### config.mk
export PLATFORM = sky130hd
export DESIGN_NAME = vm2002_change_dispenser
export DESIGN_NICKNAME = d
export VERILOG_FILES = /design/src/rtl/vm2002_change_dispenser.sv
export SDC_FILE = /design/constraint.sdc
export NUM_CORES = 1
export LEC_CHECK = 0
export CORE_MARGIN = 3
export CORE_UTILIZATION = 53
export DETAILED_ROUTE_END_ITERATION = 10
export PLACE_DENSITY_LB_ADDON = 0.08
export SLEW_MARGIN = 5
export SYNTH_ARGS = -nofsm -noshare
export SYNTH_HDL_FRONTEND = slang
export SYNTH_SLANG_ARGS = --single-unit
### constraint.sdc
create_clock -name clk -period 2.2 [get_ports clk]
set_input_delay 0.44 -clock clk [delete_from_list [all_inputs] [get_ports clk]]
set_output_delay 0.44 -clock clk [all_outputs]
set_load 0.03 [all_outputs]
### src/rtl/vm2002_change_dispenser.sv
// vm2002 outbound coin path: pays change greedily, one coin per hopper handshake,
// and keeps per-denomination hopper inventory.

package vm2002_common_pkg;
    typedef enum logic [1:0] {
        NO_COINS = 2'd0,
        NICKEL   = 2'd1,
        DIME     = 2'd2,
        QUARTER  = 2'd3
    } coins_t;
endpackage

module vm2002_change_dispenser
    import vm2002_common_pkg::*;
#(
    parameter int unsigned AMT_W         = 8,
    parameter int unsigned CNT_W         = 6,
    parameter int unsigned INIT_QUARTERS = 20,
    parameter int unsigned INIT_DIMES    = 20,
    parameter int unsigned INIT_NICKELS  = 20
) (
    input  logic             clk,
    input  logic             reset,
    input  logic             change_valid,
    input  logic [AMT_W-1:0] change_amount,
    output logic             change_ready,
    output logic [1:0]       coin_out,
    output logic             coin_valid,
    input  logic             coin_ack,
    input  logic             restock,
    input  logic [CNT_W-1:0] restock_quarters,
    input  logic [CNT_W-1:0] restock_dimes,
    input  logic [CNT_W-1:0] restock_nickels,
    output logic             done,
    output logic             short,
    output logic [AMT_W-1:0] remaining,
    output logic [CNT_W-1:0] quarter_cnt,
    output logic [CNT_W-1:0] dime_cnt,
    output logic [CNT_W-1:0] nickel_cnt
);

    localparam logic [AMT_W-1:0] VAL_QUARTER = AMT_W'(25);
    localparam logic [AMT_W-1:0] VAL_DIME    = AMT_W'(10);
    localparam logic [AMT_W-1:0] VAL_NICKEL  = AMT_W'(5);

    typedef enum logic [1:0] {
        IDLE   = 2'd0,
        SELECT = 2'd1,
        ISSUE  = 2'd2,
        DONE   = 2'd3
    } state_t;

    state_t           state_q, state_d;
    logic [AMT_W-1:0] rem_q, rem_d;
    logic [CNT_W-1:0] q_cnt_q, q_cnt_d, d_cnt_q, d_cnt_d, n_cnt_q, n_cnt_d;
    coins_t           coin_q, coin_d;
    logic             coin_valid_q, coin_valid_d;
    logic             ready_q, ready_d;
    logic             done_q, done_d;
    logic             short_q, short_d;
    logic [AMT_W-1:0] remaining_q, remaining_d;

    // Saturating inventory add; the carry bit flags overflow.
    function automatic logic [CNT_W-1:0] sat_add(input logic [CNT_W-1:0] a,
                                                 input logic [CNT_W-1:0] b);
        logic [CNT_W:0] sum;
        sum = {1'b0, a} + {1'b0, b};
        return sum[CNT_W] ? {CNT_W{1'b1}} : sum[CNT_W-1:0];
    endfunction

    function automatic logic [AMT_W-1:0] coin_value(input coins_t c);
        case (c)
            QUARTER: return VAL_QUARTER;
            DIME:    return VAL_DIME;
            NICKEL:  return VAL_NICKEL;
            default: return '0;
        endcase
    endfunction

    // Next-state and output computation.
    always_comb begin
        state_d      = state_q;
        rem_d        = rem_q;
        q_cnt_d      = q_cnt_q;
        d_cnt_d      = d_cnt_q;
        n_cnt_d      = n_cnt_q;
        coin_d       = coin_q;
        coin_valid_d = coin_valid_q;
        done_d       = 1'b0;
        short_d      = short_q;
        remaining_d  = remaining_q;

        case (state_q)
            IDLE: begin
                if (restock) begin
                    q_cnt_d = sat_add(q_cnt_q, restock_quarters);
                    d_cnt_d = sat_add(d_cnt_q, restock_dimes);
                    n_cnt_d = sat_add(n_cnt_q, restock_nickels);
                end
                if (change_valid) begin
                    rem_d       = change_amount;
                    short_d     = 1'b0;
                    remaining_d = '0;
                    state_d     = SELECT;
                end
            end
            SELECT: begin
                if (rem_q >= VAL_QUARTER && q_cnt_q != '0) begin
                    coin_d       = QUARTER;
                    coin_valid_d = 1'b1;
                    state_d      = ISSUE;
                end else if (rem_q >= VAL_DIME && d_cnt_q != '0) begin
                    coin_d       = DIME;
                    coin_valid_d = 1'b1;
                    state_d      = ISSUE;
                end else if (rem_q >= VAL_NICKEL && n_cnt_q != '0) begin
                    coin_d       = NICKEL;
                    coin_valid_d = 1'b1;
                    state_d      = ISSUE;
                end else begin
                    done_d      = 1'b1;
                    short_d     = (rem_q != '0);
                    remaining_d = rem_q;
                    state_d     = DONE;
                end
            end
            ISSUE: begin
                if (coin_ack) begin
                    rem_d = rem_q - coin_value(coin_q);
                    case (coin_q)
                        QUARTER: q_cnt_d = q_cnt_q - CNT_W'(1);
                        DIME:    d_cnt_d = d_cnt_q - CNT_W'(1);
                        NICKEL:  n_cnt_d = n_cnt_q - CNT_W'(1);
                        default: ;
                    endcase
                    coin_d       = NO_COINS;
                    coin_valid_d = 1'b0;
                    state_d      = SELECT;
                end
            end
            DONE: begin
                state_d = IDLE;
            end
            default: begin
                state_d = IDLE;
            end
        endcase

        ready_d = (state_d == IDLE);
    end

    // State and registered outputs, synchronous reset.
    always_ff @(posedge clk) begin
        if (reset) begin
            state_q      <= IDLE;
            rem_q        <= '0;
            q_cnt_q      <= CNT_W'(INIT_QUARTERS);
            d_cnt_q      <= CNT_W'(INIT_DIMES);
            n_cnt_q      <= CNT_W'(INIT_NICKELS);
            coin_q       <= NO_COINS;
            coin_valid_q <= 1'b0;
            ready_q      <= 1'b1;
            done_q       <= 1'b0;
            short_q      <= 1'b0;
            remaining_q  <= '0;
        end else begin
            state_q      <= state_d;
            rem_q        <= rem_d;
            q_cnt_q      <= q_cnt_d;
            d_cnt_q      <= d_cnt_d;
            n_cnt_q      <= n_cnt_d;
            coin_q       <= coin_d;
            coin_valid_q <= coin_valid_d;
            ready_q      <= ready_d;
            done_q       <= done_d;
            short_q      <= short_d;
            remaining_q  <= remaining_d;
        end
    end

    assign change_ready = ready_q;
    assign coin_out     = coin_q;
    assign coin_valid   = coin_valid_q;
    assign done         = done_q;
    assign short        = short_q;
    assign remaining    = remaining_q;
    assign quarter_cnt  = q_cnt_q;
    assign dime_cnt     = d_cnt_q;
    assign nickel_cnt   = n_cnt_q;

endmodule

* Word level (Yosys, flattened, before mapping)
Cells that the tools add are included.
Word-level totals: bits in latches 0, memories 0, bits in read-only memories 0, word-level logic and storage cells 105, bits in registers 42, bits in writable memories 0, bits of input ports 31, output and inout port bits 32
Cells by class: reduce and logical (&&, ||, !) cells 19, $add $sub $neg 7, bitwise logic cells 1, eq/ne operators 16, shift operators 0, muxes and demuxes 48, $mul 0, div/mod/pow operators 0, $lt $le $gt $ge 3
Operators with widths (count):
- two-way mux 6 bit | 12
- two-way mux 8 bit | 8
- case mux 6 bit (2 select lines) | 3
- case mux 8 bit (2 select lines) | 2
- adder 6 x 6 -> 7 bit | 3
- nonzero test 6 bit | 3
- subtractor 6 x 1 -> 6 bit (second input constant) | 3
- case mux 5 bit (3 select lines) | 1
- inequality test 2 bit (second input constant) | 7
- two-way mux 1 bit | 12
- two-way mux 2 bit | 6
- AND reduction 4 bit | 3
- equality test 2 bit (second input constant) | 4
- greater-or-equal comparator 8 x 3 -> 1 bit (second input constant) | 1
- greater-or-equal comparator 8 x 4 -> 1 bit (second input constant) | 1
- greater-or-equal comparator 8 x 5 -> 1 bit (second input constant) | 1
- case mux 2 bit (4 select lines) | 1
- nonzero test 8 bit | 1
- subtractor 8 bit | 1
- AND reduction 3 bit | 2
- nonzero test 2 bit | 3
- AND reduction 5 bit | 1
- equality test 2 x 1 -> 1 bit (second input constant) | 2
- zero test 2 bit | 2
- 7 further kinds | 11

* Depth between registers and ports, before layout
depth in word-level cells 7, depth in mapped cells 10, gate-level depth less buffers 9

* Worst setup path before layout
No wires, ideal clock.
path kind register to register, start point reg d_cnt_q[2] (netlist: dime_cnt[2]), end point reg d_cnt_q[2] (netlist: dime_cnt[2]), setup time 123 ps, clock period less this slack 2193 ps, stages on the path, launching flop included 8, path buffers 0, data required time 2077 ps, arrival 2070 ps, path slack 7 ps, cell sequence dfxtp_1 -> ha_1 -> nor2b_1 -> o21ai_1 -> nand2b_1 -> o41ai_1 -> a31oi_1 -> or2_2
On the way: longest elaborated chain between the ends 4, elaborated cells on any way between the ends 7, those cells by class add/sub: 2; mux: 5
RTL lines:
- from (decl) | line 55 | logic [CNT_W-1:0] q_cnt_q, q_cnt_d, d_cnt_q, d_cnt_d, n_cnt_q, n_cnt_d;
- from (signal assigned) | line 158 | d_cnt_q <= CNT_W'(INIT_DIMES);
- from (signal assigned) | line 170 | d_cnt_q <= d_cnt_d;
- subtractor 6 x 1 -> 6 bit / adder 6 x 6 -> 7 bit (equally long branches) | line 132, 67
- two-way mux 6 bit (on tied branches) | line 130, 68
- two-way mux 6 bit (on tied branches) | line 128, 95
- case mux 6 bit (2 select lines) * | line 93 | case (state_q)
Mark *: on every way between the ends. The rest lies on a longest branch, timed or not. The select of a mux whose other input is x is not followed. A chain may end at the register's enable or synchronous reset.

* Worst setup path in the final report
start point reg d_cnt_q[1] (netlist: dime_cnt[1]), end point reg d_cnt_q[4] (netlist: dime_cnt[4])
Same word-level chain as after synthesis.

==> results.yml <==
floorplan:
  rows: 27
  start_util: 0.563
  die_area_um2: 7000
  core_area_um2: 5680
  die_h_um: 83.7
  io_pins: 63
  die_x_um: 83.7
setup_path:
  crit_arrival_ns: 2.35
  r2r-end: "dime_cnt[4]"
  crit_path_start_kind: "flip-flop"
  worstPathMaxFanout: 5
  rr_startpoint: "dime_cnt[1]"
  critPathRequiredTime_ns: 2.38
  criticalPathCategory: "reg -> reg"
  worst-r2r-cell-count: 8
  setup.worst_path.end_class: "flip-flop"
  r2r_slack_ns: 0.03
route:
  vias: 3367
  ant_nets: 0
  wl_met1_mm: 4.01
  wl_per_cell_um: 16.0
  met3WireLength_um: 681
  dr_wl_met2_mm: 4.20
  viasPerCell: 6.00
  wl_mm: 9.00
  drc: 0
  top_layer: "met4"
  drt_first_pass_iters: 5
  drtIter0Drc: 193
logic_synthesis:
  synth_xor_area_frac: 0.0219
  synth-adder-area-share: 0.150
  muxShareOfSynthArea: 0.00939
  ys.flop_type: "dfxtp_1"
  syn_nets: 463
  avgSynthCellArea_um2: 8.08
  syn_inst: 396
  synth_top_family_by_area: "compound AO/OA/AOI/OAI gates"
  synthSimpleGateAreaFrac: 0.219
  synth_seq_cells: 42
  synth-edff-count: 0
  synthArstFlopShare: 0
  syn_area_um2: 3200
  yosysWarningCount: 0
  ys_types: 62
  synth_compound_area_frac: 0.290
  ys_seq_area_frac: 0.263
global_route:
  grt_first_pass_wirelength_mm: 14.7
  antenna_found_initial: 0
  grt_max_degree: 45
  grt_util_all_layers: 0.249
  grt_pass1_vias: 3148
  grt_overflow: 0
timing:
  min_period_over_period: 0.985
  fmax_mhz: 462
  setup_slack_ns: 0.0332
  final_hold_viol_count: 0
  finalSetupViolCount: 0
  slew_viol_final: 0
  final.min_clock_period_ns: 2.17
  finalClockSkew_ns: 0.0117
  tightestPinTransition_ns: 0.571
  slew_headroom: 0.618
power:
  power_density_nw_per_um2: 864
  ir_drop_mv: 0.590
  power.share.sequential: 0.278
  p_switching_uw: 1610
  p_sw_frac: 0.420
  leakage_uw: 0.00177
  p_int_uw: 2220
  power_frac_comb: 0.557
  p_clk_frac: 0.164
  power_uw: 3830
cts:
  clock_latency_ns: 0.30
  clock-sinks: 42
  tritoncts.num_buffers: 5
  h-tree-depth: 2
  cts_buffer_depth: 2
  cts_tree: "done"
  clk_pin_slew_worst_paths_ns: 0.08
  root_buffer: "clkbuf_8"
  hold_buffers: 0
hold_path:
  hold_end: "remaining[3]"
  holdPathStages: 1
  min_path_type: "reg -> reg"
  hold_start: "remaining[3]"
final_layout:
  layout_commonest_cell: "clkdlybuf4s50_1"
  final_cell_mix: "clkdlybuf4s50_1, dfxtp_1, a21oi_1, buf_4, nand2_1"
  final_core_util: 0.781
  fillerInstances: 426
  area_growth_pct: 38.6
  final_cell_area_um2: 4430
  fin_nets: 556
  drive_above_1_share: 0.182
  n_antenna_cell: 0
placement:
  pre_cts_slack_ns: -0.483
  port_buffers: 62
  placed_area_um2: 4130
  gp_congestion: 0.858
  hpwl_mm: 6.64
job:
  cap_violations: 0
outcome:
  outcome: "finished clean"
[sequential cells by signal, summed over array words and instances (netlist names)]
signal,cells
rem_q,8
remaining,8
dime_cnt,6
nickel_cnt,6
quarter_cnt,6
coin_out,2
state_q,2
change_ready,1
coin_valid,1
done,1
short,1
[cell usage after synthesis, types with 5 or more instances]
| cell type | n | area share |
|---|---|---|
| nor3_1 | 14 | 0.022 |
| nor2_1 | 30 | 0.035 |
| a21o_1 | 5 | 0.012 |
| ha_1 | 32 | 0.13 |
| dfxtp_1 | 42 | 0.26 |
| nand2_1 | 33 | 0.039 |
| o21bai_1 | 7 | 0.016 |
| nand2b_1 | 10 | 0.020 |
| a22o_1 | 8 | 0.022 |
| a21oi_1 | 38 | 0.059 |
| nand3_1 | 14 | 0.022 |
| o21ai_0 | 15 | 0.023 |
| a211oi_1 | 11 | 0.026 |
| clkbuf_1 | 7 | 0.0082 |
| o21a_1 | 5 | 0.012 |
| nor2b_1 | 7 | 0.014 |
| inv_1 | 25 | 0.029 |
| o22ai_1 | 10 | 0.020 |
[per-layer routing]
metal  track usage  vias to the layer above
met5             0                        -
met4        0.0512                        0
met3        0.0375                       14
met2         0.411                      135
met1         0.344                     1563
li1              -                     1655
[critical path: stages (launching register included)]
cell and delay, ns:
dfxtp_1 0.42, inv_1 0.16, fa_2 0.39, nor2b_1 0.14
o21ai_1 0.11, nand2b_1 0.20, nand3b_1 0.19, a2111oi_4 0.33
o21bai_1 0.11
[how the worst max path moves through the flow]
stage | startpoint | endpoint | slack, ns | depth (start not counted)
global placement | restock_dimes[0] | dime_cnt[2] | -0.38 | 10
global route | dime_cnt[0] | dime_cnt[4] | -0.11 | 9
CTS | restock_dimes[0] | dime_cnt[4] | -0.06 | 10
floorplan | dime_cnt[2] | dime_cnt[2] | 0.007 | 7
finish | dime_cnt[1] | dime_cnt[4] | 0.03 | 8
detailed placement | restock_dimes[0] | dime_cnt[2] | -0.48 | 10
[timing repair]
item / CTS / global route
gates cloned: 0 / 0
pin swaps: 3 / 19
buffers inserted: 0 / 1
resized for setup: 6 / 41
endpoints found under the setup margin: 10 / 30
[power by group through the flow]
stage,registers [uW],clock network [uW],logic (uW)
after floorplan,1210,0,1120
after CTS,1050,639,1980
after detailed placement,1070,0,1950
after global placement,1070,0,1900
after global routing,1080,677,2350
final,1070,629,2130
[area by class of cell]
| type | count | area (um^2) | share of cell area |
|---|---|---|---|
| clock buffers | 6 | 82.6 | 0.0186 |
| well taps | 72 | 90.1 | 0.0203 |
| clock inverters | 1 | 30.0 | 0.00678 |
| inverters | 26 | 97.6 | 0.0220 |
| flip-flops and latches | 42 | 845 | 0.191 |
| repair buffers | 97 | 908 | 0.205 |
| multi-input cells | 317 | 2380 | 0.537 |
[through the flow]
step	hold WS (ns)	TNS, ns	cells
detailed placement	0.456	-5.08	553
global route	0.505	-0.158	561
CTS	0.476	-0.0865	560
floorplan	0.483	0	396
finish	0.472	0	561
global placement	0.450	-4.28	553
[kinds of logic (layout without fill, tap and decap cells)]
family          count (synthesis)  after routing
compound gates                134            134
xor+xnor                        8              8
fa+ha+maj                      36             36
buf+inv                        37            130
flops                          42             42
mux                             3              3
simple gates                  136            136
No activity file was read; power rests on OpenSTA's default activity.
